$ cat src/rtl/ram_arbiter.sv
// Two-requester arbiter for a shared single-port RAM: round-robin grants, optional
// locked bursts capped at MAX_BURST, and registered read-data return per requester.
module ram_arbiter #(
   parameter int AW        = 8,
   parameter int DW        = 8,
   parameter int MAX_BURST = 4
) (
   input  logic          clk,
   input  logic          rst,
   input  logic          a_req,
   input  logic          a_we,
   input  logic          a_lock,
   input  logic [AW-1:0] a_addr,
   input  logic [DW-1:0] a_wdata,
   output logic          a_gnt,
   output logic [DW-1:0] a_rdata,
   output logic          a_rvalid,
   input  logic          b_req,
   input  logic          b_we,
   input  logic          b_lock,
   input  logic [AW-1:0] b_addr,
   input  logic [DW-1:0] b_wdata,
   output logic          b_gnt,
   output logic [DW-1:0] b_rdata,
   output logic          b_rvalid,
   output logic          ram_cs,
   output logic          ram_we,
   output logic [AW-1:0] ram_addr,
   output logic [DW-1:0] ram_wdata,
   input  logic [DW-1:0] ram_rdata
);

   localparam int            CW      = $clog2(MAX_BURST + 1);
   localparam logic [CW-1:0] MAX_CNT = CW'(MAX_BURST);
   localparam logic          LAST_A  = 1'b0;
   localparam logic          LAST_B  = 1'b1;

   typedef enum logic [1:0] {IDLE, OWN_A, OWN_B} state_t;

   state_t        r_state, w_state_next;
   logic          r_last, w_last_next;
   logic [CW-1:0] r_hold_cnt, w_hold_next, w_hold_inc;
   logic          w_gnt_a, w_gnt_b;

   // Owner keeps the RAM while requesting; otherwise fall back to round-robin on r_last.
   always_comb begin
      w_gnt_a = 1'b0;
      w_gnt_b = 1'b0;
      if (!rst) begin
         if (r_state == OWN_A && a_req) begin
            w_gnt_a = 1'b1;
         end else if (r_state == OWN_B && b_req) begin
            w_gnt_b = 1'b1;
         end else if (a_req && b_req) begin
            w_gnt_a = (r_last == LAST_B);
            w_gnt_b = (r_last == LAST_A);
         end else begin
            w_gnt_a = a_req;
            w_gnt_b = b_req;
         end
      end
   end

   always_comb begin
      w_state_next = IDLE;
      w_hold_next  = '0;
      w_last_next  = r_last;
      w_hold_inc   = '0;
      if (w_gnt_a) begin
         w_last_next = LAST_A;
         w_hold_inc  = (r_state == OWN_A) ? r_hold_cnt + CW'(1) : CW'(1);
         if (a_lock && w_hold_inc < MAX_CNT) begin
            w_state_next = OWN_A;
            w_hold_next  = w_hold_inc;
         end
      end else if (w_gnt_b) begin
         w_last_next = LAST_B;
         w_hold_inc  = (r_state == OWN_B) ? r_hold_cnt + CW'(1) : CW'(1);
         if (b_lock && w_hold_inc < MAX_CNT) begin
            w_state_next = OWN_B;
            w_hold_next  = w_hold_inc;
         end
      end
   end

   always_ff @(posedge clk) begin
      if (rst) begin
         r_state    <= IDLE;
         r_last     <= LAST_B;
         r_hold_cnt <= '0;
      end else begin
         r_state    <= w_state_next;
         r_last     <= w_last_next;
         r_hold_cnt <= w_hold_next;
      end
   end

   assign a_gnt     = w_gnt_a;
   assign b_gnt     = w_gnt_b;
   assign ram_cs    = w_gnt_a | w_gnt_b;
   assign ram_we    = (w_gnt_a & a_we) | (w_gnt_b & b_we);
   assign ram_addr  = w_gnt_b ? b_addr  : a_addr;
   assign ram_wdata = w_gnt_b ? b_wdata : a_wdata;

   // Per-requester read return: index 0 is A, index 1 is B.
   logic [1:0]    w_rd_fire;
   logic [DW-1:0] r_rdata  [2];
   logic [1:0]    r_rvalid;

   assign w_rd_fire[0] = w_gnt_a & ~a_we;
   assign w_rd_fire[1] = w_gnt_b & ~b_we;

   genvar gi;
   generate
      for (gi = 0; gi < 2; gi++) begin : g_rd
         always_ff @(posedge clk) begin
            if (rst) begin
               r_rdata[gi]  <= '0;
               r_rvalid[gi] <= 1'b0;
            end else begin
               r_rvalid[gi] <= w_rd_fire[gi];
               if (w_rd_fire[gi]) r_rdata[gi] <= ram_rdata;
            end
         end
      end
   endgenerate

   assign a_rdata  = r_rdata[0];
   assign a_rvalid = r_rvalid[0];
   assign b_rdata  = r_rdata[1];
   assign b_rvalid = r_rvalid[1];

endmodule

$ cat config.mk
export PLATFORM = sky130hd
export DESIGN_NAME = ram_arbiter
export DESIGN_NICKNAME = d
export VERILOG_FILES = /design/src/rtl/ram_arbiter.sv
export SDC_FILE = /design/constraint.sdc
export NUM_CORES = 1
export LEC_CHECK = 0
export BUFFER_PORTS_ARGS = -buffer_cell sky130_fd_sc_hd__buf_2
export CORE_UTILIZATION = 43
export DETAILED_ROUTE_END_ITERATION = 12
export HOLD_SLACK_MARGIN = 0.12
export PLACE_DENSITY = 0.95
export SLEW_MARGIN = 20
export SYNTH_ARGS = -nofsm -noshare
export SYNTH_HDL_FRONTEND = slang
export SYNTH_SLANG_ARGS = --single-unit
$ cat constraint.sdc
create_clock -name clk -period 4.31 [get_ports clk]
set_input_delay 0.2155 -clock clk [delete_from_list [all_inputs] [get_ports clk]]
set_output_delay 0.2155 -clock clk [all_outputs]
set_load 0.02 [all_outputs]
=== Word level (Yosys, flattened, before mapping) ===
Memory sizes are Yosys's and may differ from the RTL's.
Index checks and enable logic that the tools add are counted.

* Add/subtract/negate cells: 1
* Multipliers: 0
* Divide/modulo/power cells: 0
* $lt $le $gt $ge: 2
* Eq/ne operators: 2
* Shift operators: 0
* Muxes and demuxes: 32
* Bitwise logic cells: 11
* Reduce and logical (&&, ||, !) cells: 6

{| class="wikitable"
|+ Operators by type and width
! cell !! count
|-
| $mux W8 || 4
|-
| $mux W1 || 19
|-
| $mux W3 || 6
|-
| $lt A3 B3 Y1 const B || 2
|-
| $mux W2 || 3
|-
| $logic_and A1 B1 Y1 || 5
|-
| $and A1 B1 Y1 || 4
|-
| $or A1 B1 Y1 || 4
|-
| $add A3 B1 Y3 const B || 1
|-
| $not A1 Y1 || 3
|-
| $eq A2 B1 Y1 const B || 1
|-
| $eq A2 B2 Y1 const B || 1
|-
| $reduce_bool A2 Y1 || 1
|}

* Flip-flop bits (word level): 8
* Latch bits: 0
* RAM bits: 16
* Memory bits (read-only): 0
* Input bits: 48
* Memories: 1

{| class="wikitable"
|+ Memory list
! memory !! words !! bits a word !! rd ports !! clocked after memory_dff !! wr ports !! line !! RTL
|-
| r_rdata || 2 || 8 || 2 || 0 || 2 || 107 || <nowiki>logic [DW-1:0] r_rdata [2];</nowiki>
|}

=== Longest topological paths before layout ===
* Depth in word-level cells: 10
* Gate-level depth with buffers: 6
* Depth with buffers taken out: 5

=== Worst setup path before layout ===
OpenSTA, ideal clock, no wires.

* Path type: reg2reg
* Start point: register r_state[1]
* End point: memory r_rdata[1][0], enable pin
* Data arrival time: 1.549 ns
* Data required time: 3.926 ns
* Slack: 2.377 ns
* Stages on the path, launching flop included: 5
* Path buffers: 1
* Period minus slack after synthesis: 1.933 ns
* Cells stage by stage: dfxtp_1 and2b_4 o2111ai_4 buf_2 o21ai_0

{| class="wikitable"
|+ RTL lines
! item !! line !! RTL
|-
| start: declaration || 40 || <nowiki>state_t r_state, w_state_next;</nowiki>
|-
| start signal: assignment || 92 || <nowiki>r_state <= w_state_next;</nowiki>
|-
| end: declaration || 107 ||
|}

=== Worst setup path in the final report ===
* Start point: register r_state[0]
* End point: output ram_addr[0]

* Cells in the longest elaborated chain, start to end: 6
* Elaborated cells between the ends (all ways): 8
* Those cells by class: eq/ne: 2; mux: 4; reduce/logical: 2

{| class="wikitable"
|+ Ends and longest elaborated chain
! item !! line !! RTL
|-
| $eq A2 B2 Y1 || 52 || <nowiki>end else if (r_state == OWN_B && b_req) begin</nowiki>
|-
| $logic_and A1 B1 Y1 || 52 ||
|-
| $mux W1 || 52 ||
|-
| $mux W1 (*) || 50 || <nowiki>if (r_state == OWN_A && a_req) begin</nowiki>
|-
| $mux W1 (*) || 49 || <nowiki>if (!rst) begin</nowiki>
|-
| $mux W8 (*) || 102 || <nowiki>assign ram_addr = w_gnt_b ? b_addr : a_addr;</nowiki>
|-
| end: declaration || 28 || <nowiki>output logic [AW-1:0] ram_addr,</nowiki>
|}

Every way passes the cells marked *; elsewhere a longest branch is shown, timed or not.

==> summary.md <==
The run finished with clean final reports. Clock-pin slew was measured on the worst setup and hold paths at 110 ps. The fraction of layout cells with a size suffix above 1 was 43.9%; the insertion delay to the later sink of the worst-skew pair was 300 ps.

The run gives 0 as the number of max-cap violations. Final hold analysis gives a worst-case slack of 143 ps. The wire-length estimate of the detail-placed layout is 2330 um. During placement, the flow inserted port buffers numbering 85. The Yosys step of the flow raised 0 warnings. The final critical path takes up 50.9% of the cycle. Across all layers, the routed design uses 1170 vias. In the detailed route, the total length drawn on met2 is 1520 um. The floorplan step defined a die boundary enclosing 0.00302 sq mm. The synthesized design spends more area on one cell type than any other, namely sky130_fd_sc_hd__edfxtp_1.

Setup violations remaining at the end of the flow were counted as 0. The longest clock path from root to sink contains 2 buffers. For this run, the number of standard cells in the final layout without fillers is 244. The number of violations reported at the end of detailed-routing iteration 0 is 12. From left edge to right edge, the die measures 54.9 um. Sequential elements use 53.2% of the synthesized area. The number of diodes added for antenna fixing came out at 0.

Setup slack on the critical path of the routed design comes to 2120 ps. TritonCTS built the clock tree. The total length of routed wires is 2960 um. Routed signal wires occupy layers up through met4.

For the worst setup path, the data required time is 4090 ps. After global routing the overflow that remains totals 0. The top cell types in the final layout, fill and taps aside, are sky130_fd_sc_hd__buf_2 (85), sky130_fd_sc_hd__nand2_1 (53), sky130_fd_sc_hd__edfxtp_1 (16), sky130_fd_sc_hd__and2_1 (9).

The min-delay analysis places its worst path in the category in -> reg. The logs give 29 for the maximum number of pins on one net before global-route repair and 0.00167 sq mm for the final design area excluding fillers. After synthesis the netlist holds a flip-flop and latch count of 24. In the final routed layout, each cell accounts on average for 12.1 um. In the routed design, unresolved DRC markers number 0.

Minimum clock period after layout: 2190 ps. For this run, the total global-route usage over all layers was measured as 21.9%. The run gives 239 as the number of instances in the placed design. Summed over all nets, wire length on met3 after detailed routing comes to 229 um.

The clock drives 24 sinks. The initial antenna violation count was 0. Leaving out fill and tap cells, the most frequent cell in the layout is sky130_fd_sc_hd__buf_2. In the synthesized netlist, the number of instances is 129.

The logs give 0 for the residual antenna-violating net count after detailed routing and 0.00257 sq mm for the core outline area. The die is 54.9 um tall. For the worst setup path, the data arrival time is 1980 ps. The instance area at placement is 0.00163 sq mm. The number of nets in the synthesized netlist is 178. Setup repair after global routing left no endpoint under its margin. The root buffer cell chosen for the clock tree is sky130_fd_sc_hd__clkbuf_4. In this run the power density over the cells is 292 mW/mm^2.

Via count of the first global-routing pass: 1091. The area growth from synthesis to layout is 38.3%. Clock skew on the completed layout was measured at 14.9 ps.

After synthesis, the cell types taking the most area are sky130_fd_sc_hd__edfxtp_1 (40%), sky130_fd_sc_hd__nand2_1 (17%), sky130_fd_sc_hd__dfxtp_1 (13%), sky130_fd_sc_hd__and2_1 (4.7%), sky130_fd_sc_hd__and3_1 (4.2%). Along the worst path, the maximum fanout reaches 28. The setup TNS is 0 ps, and the met1 routed wirelength after detailed routing is 1200 um. Static timing analysis puts the maximum clock frequency at 456 MHz. The tools report the number of detailed-routing iterations run before antenna repair as 4. Buffers inserted during clock tree synthesis total 3.

The post-synthesis instance area is 0.00120 sq mm, and the power consumption is 487 uW. The analysis attributes to cell leakage a power of 0.914 nW. For the number of pins with negative max-slew slack in the final report, the log shows 0. The logs give 0 for the number of failing hold endpoints at the final stage and 46.9% for the initial standard-cell utilization of the core. Row generation in the floorplan step produced 18 rows. Synthesis instantiated 27 different standard cells from the library. The number of top-level pins was 86; the actual transition at the worst max-transition pin was 728 ps. In the routed layout, each cell is associated on average with a via count of 4.80. The fraction of the core area covered by cells at the end of the flow was 64.9%; the buffers inserted during post-CTS setup optimization was 0. Maximum VDD drop: 0.000192 V. The first global-routing pass estimated 4640 um of wire. Measured against its own limit, the worst slew margin works out to 51.2%.

The worst setup slack after placement is 1990 ps. The startpoint kind of the worst setup timing path is a flop. The share of synthesized area in the top cell type comes to 39.9%. The congestion estimate from routability-driven global placement came to 0.831. The total number of H-tree levels was 1; the synthesized area per cell was 9.34 sq um. The element type at the critical path end is an output port.

Critical path class: reg -> out. For the net total in the final layout, the log shows 264.
flip-flops by register name, indices dropped and copies added (netlist names):
name,cells
r_last,1
r_rdata,16
r_state,2
b_rvalid,1
a_rvalid,1
r_hold_cnt,3
report_power, final:
group | switching, mW | internal, mW | leakage [nW]
clock network | 0.0600 | 0.0360 | 0.0150
logic | 0.0793 | 0.0485 | 0.665
registers | 0.00456 | 0.259 | 0.234
total | 0.144 | 0.343 | 0.914
cell type report:
cell class	instances	area (sq um)
Sequential cell	24	641
Timing Repair Buffer	86	435
Multi-Input combinational cell	96	509
Fill cell	225	901
Tap cell	30	37.5
Clock buffer	4	26.3
Inverter	4	17.5
synthesized netlist by cell type (all sizes together):
library cell,n
xor2,1
a31oi,1
conb,1
nor2b,2
nor2,4
and2,9
and2b,1
o2111a,1
nand3b,2
and3,8
edfxtp,16
dfxtp,8
nand2b,1
inv,4
o2111ai,1
o21ai,2
a21boi,2
or2,1
a32oi,1
nand3,2
buf,5
a21oi,2
ha,1
nand2,53
final timing paths:
kind                            start                          end  slack, ps  cells after the start
min reg2reg  r_hold_cnt[0]$_SDFF_PP0_     r_hold_cnt[0]$_SDFF_PP0_        510                      1
max reg2reg     r_state[1]$_SDFF_PP0_  r_rdata[1][1]$_SDFFCE_PN0P_       2290                      3
max             r_state[0]$_SDFF_PP0_                  ram_addr[0]       2120                      6
min                              a_we          a_rvalid$_SDFF_PP0_        140                      2
layer usage:
metal	vias up	track usage [%]
met5	-	0
met4	0	6.25
met3	2	4.37
met2	56	42.4
met1	516	23.6
li1	596	-
worst max-delay path: stages (launching register included):
cell	delay (ps)
sky130_fd_sc_hd__dfxtp_1	380
sky130_fd_sc_hd__and2b_4	220
sky130_fd_sc_hd__o2111ai_4	510
sky130_fd_sc_hd__inv_4	230
sky130_fd_sc_hd__nand2_1	120
sky130_fd_sc_hd__nand2_1	70
sky130_fd_sc_hd__buf_2	160
repair_timing:
item / in CTS / in global routing
resized for setup: 0 / 0
hold buffers: 1 / 0
endpoints found under the hold margin: 1 / 0
cell families (layout without fill, tap and decap cells):
| logic type | count (synthesis) | after routing | share of synthesized area [%] |
|---|---|---|---|
| XOR/XNOR | 1 | 1 | 0.727 |
| flip-flops | 24 | 24 | 53.2 |
| adder cells (fa/ha/maj) | 1 | 1 | 1.04 |
| AND/OR/NAND/NOR | 83 | 83 | 32.8 |
| buffers and inverters | 9 | 94 | 4.57 |
| other | 1 | 1 | 0.311 |
| AO/OA/AOI/OAI | 10 | 10 | 7.37 |
Note: power is estimated with default switching activity, not from simulation.
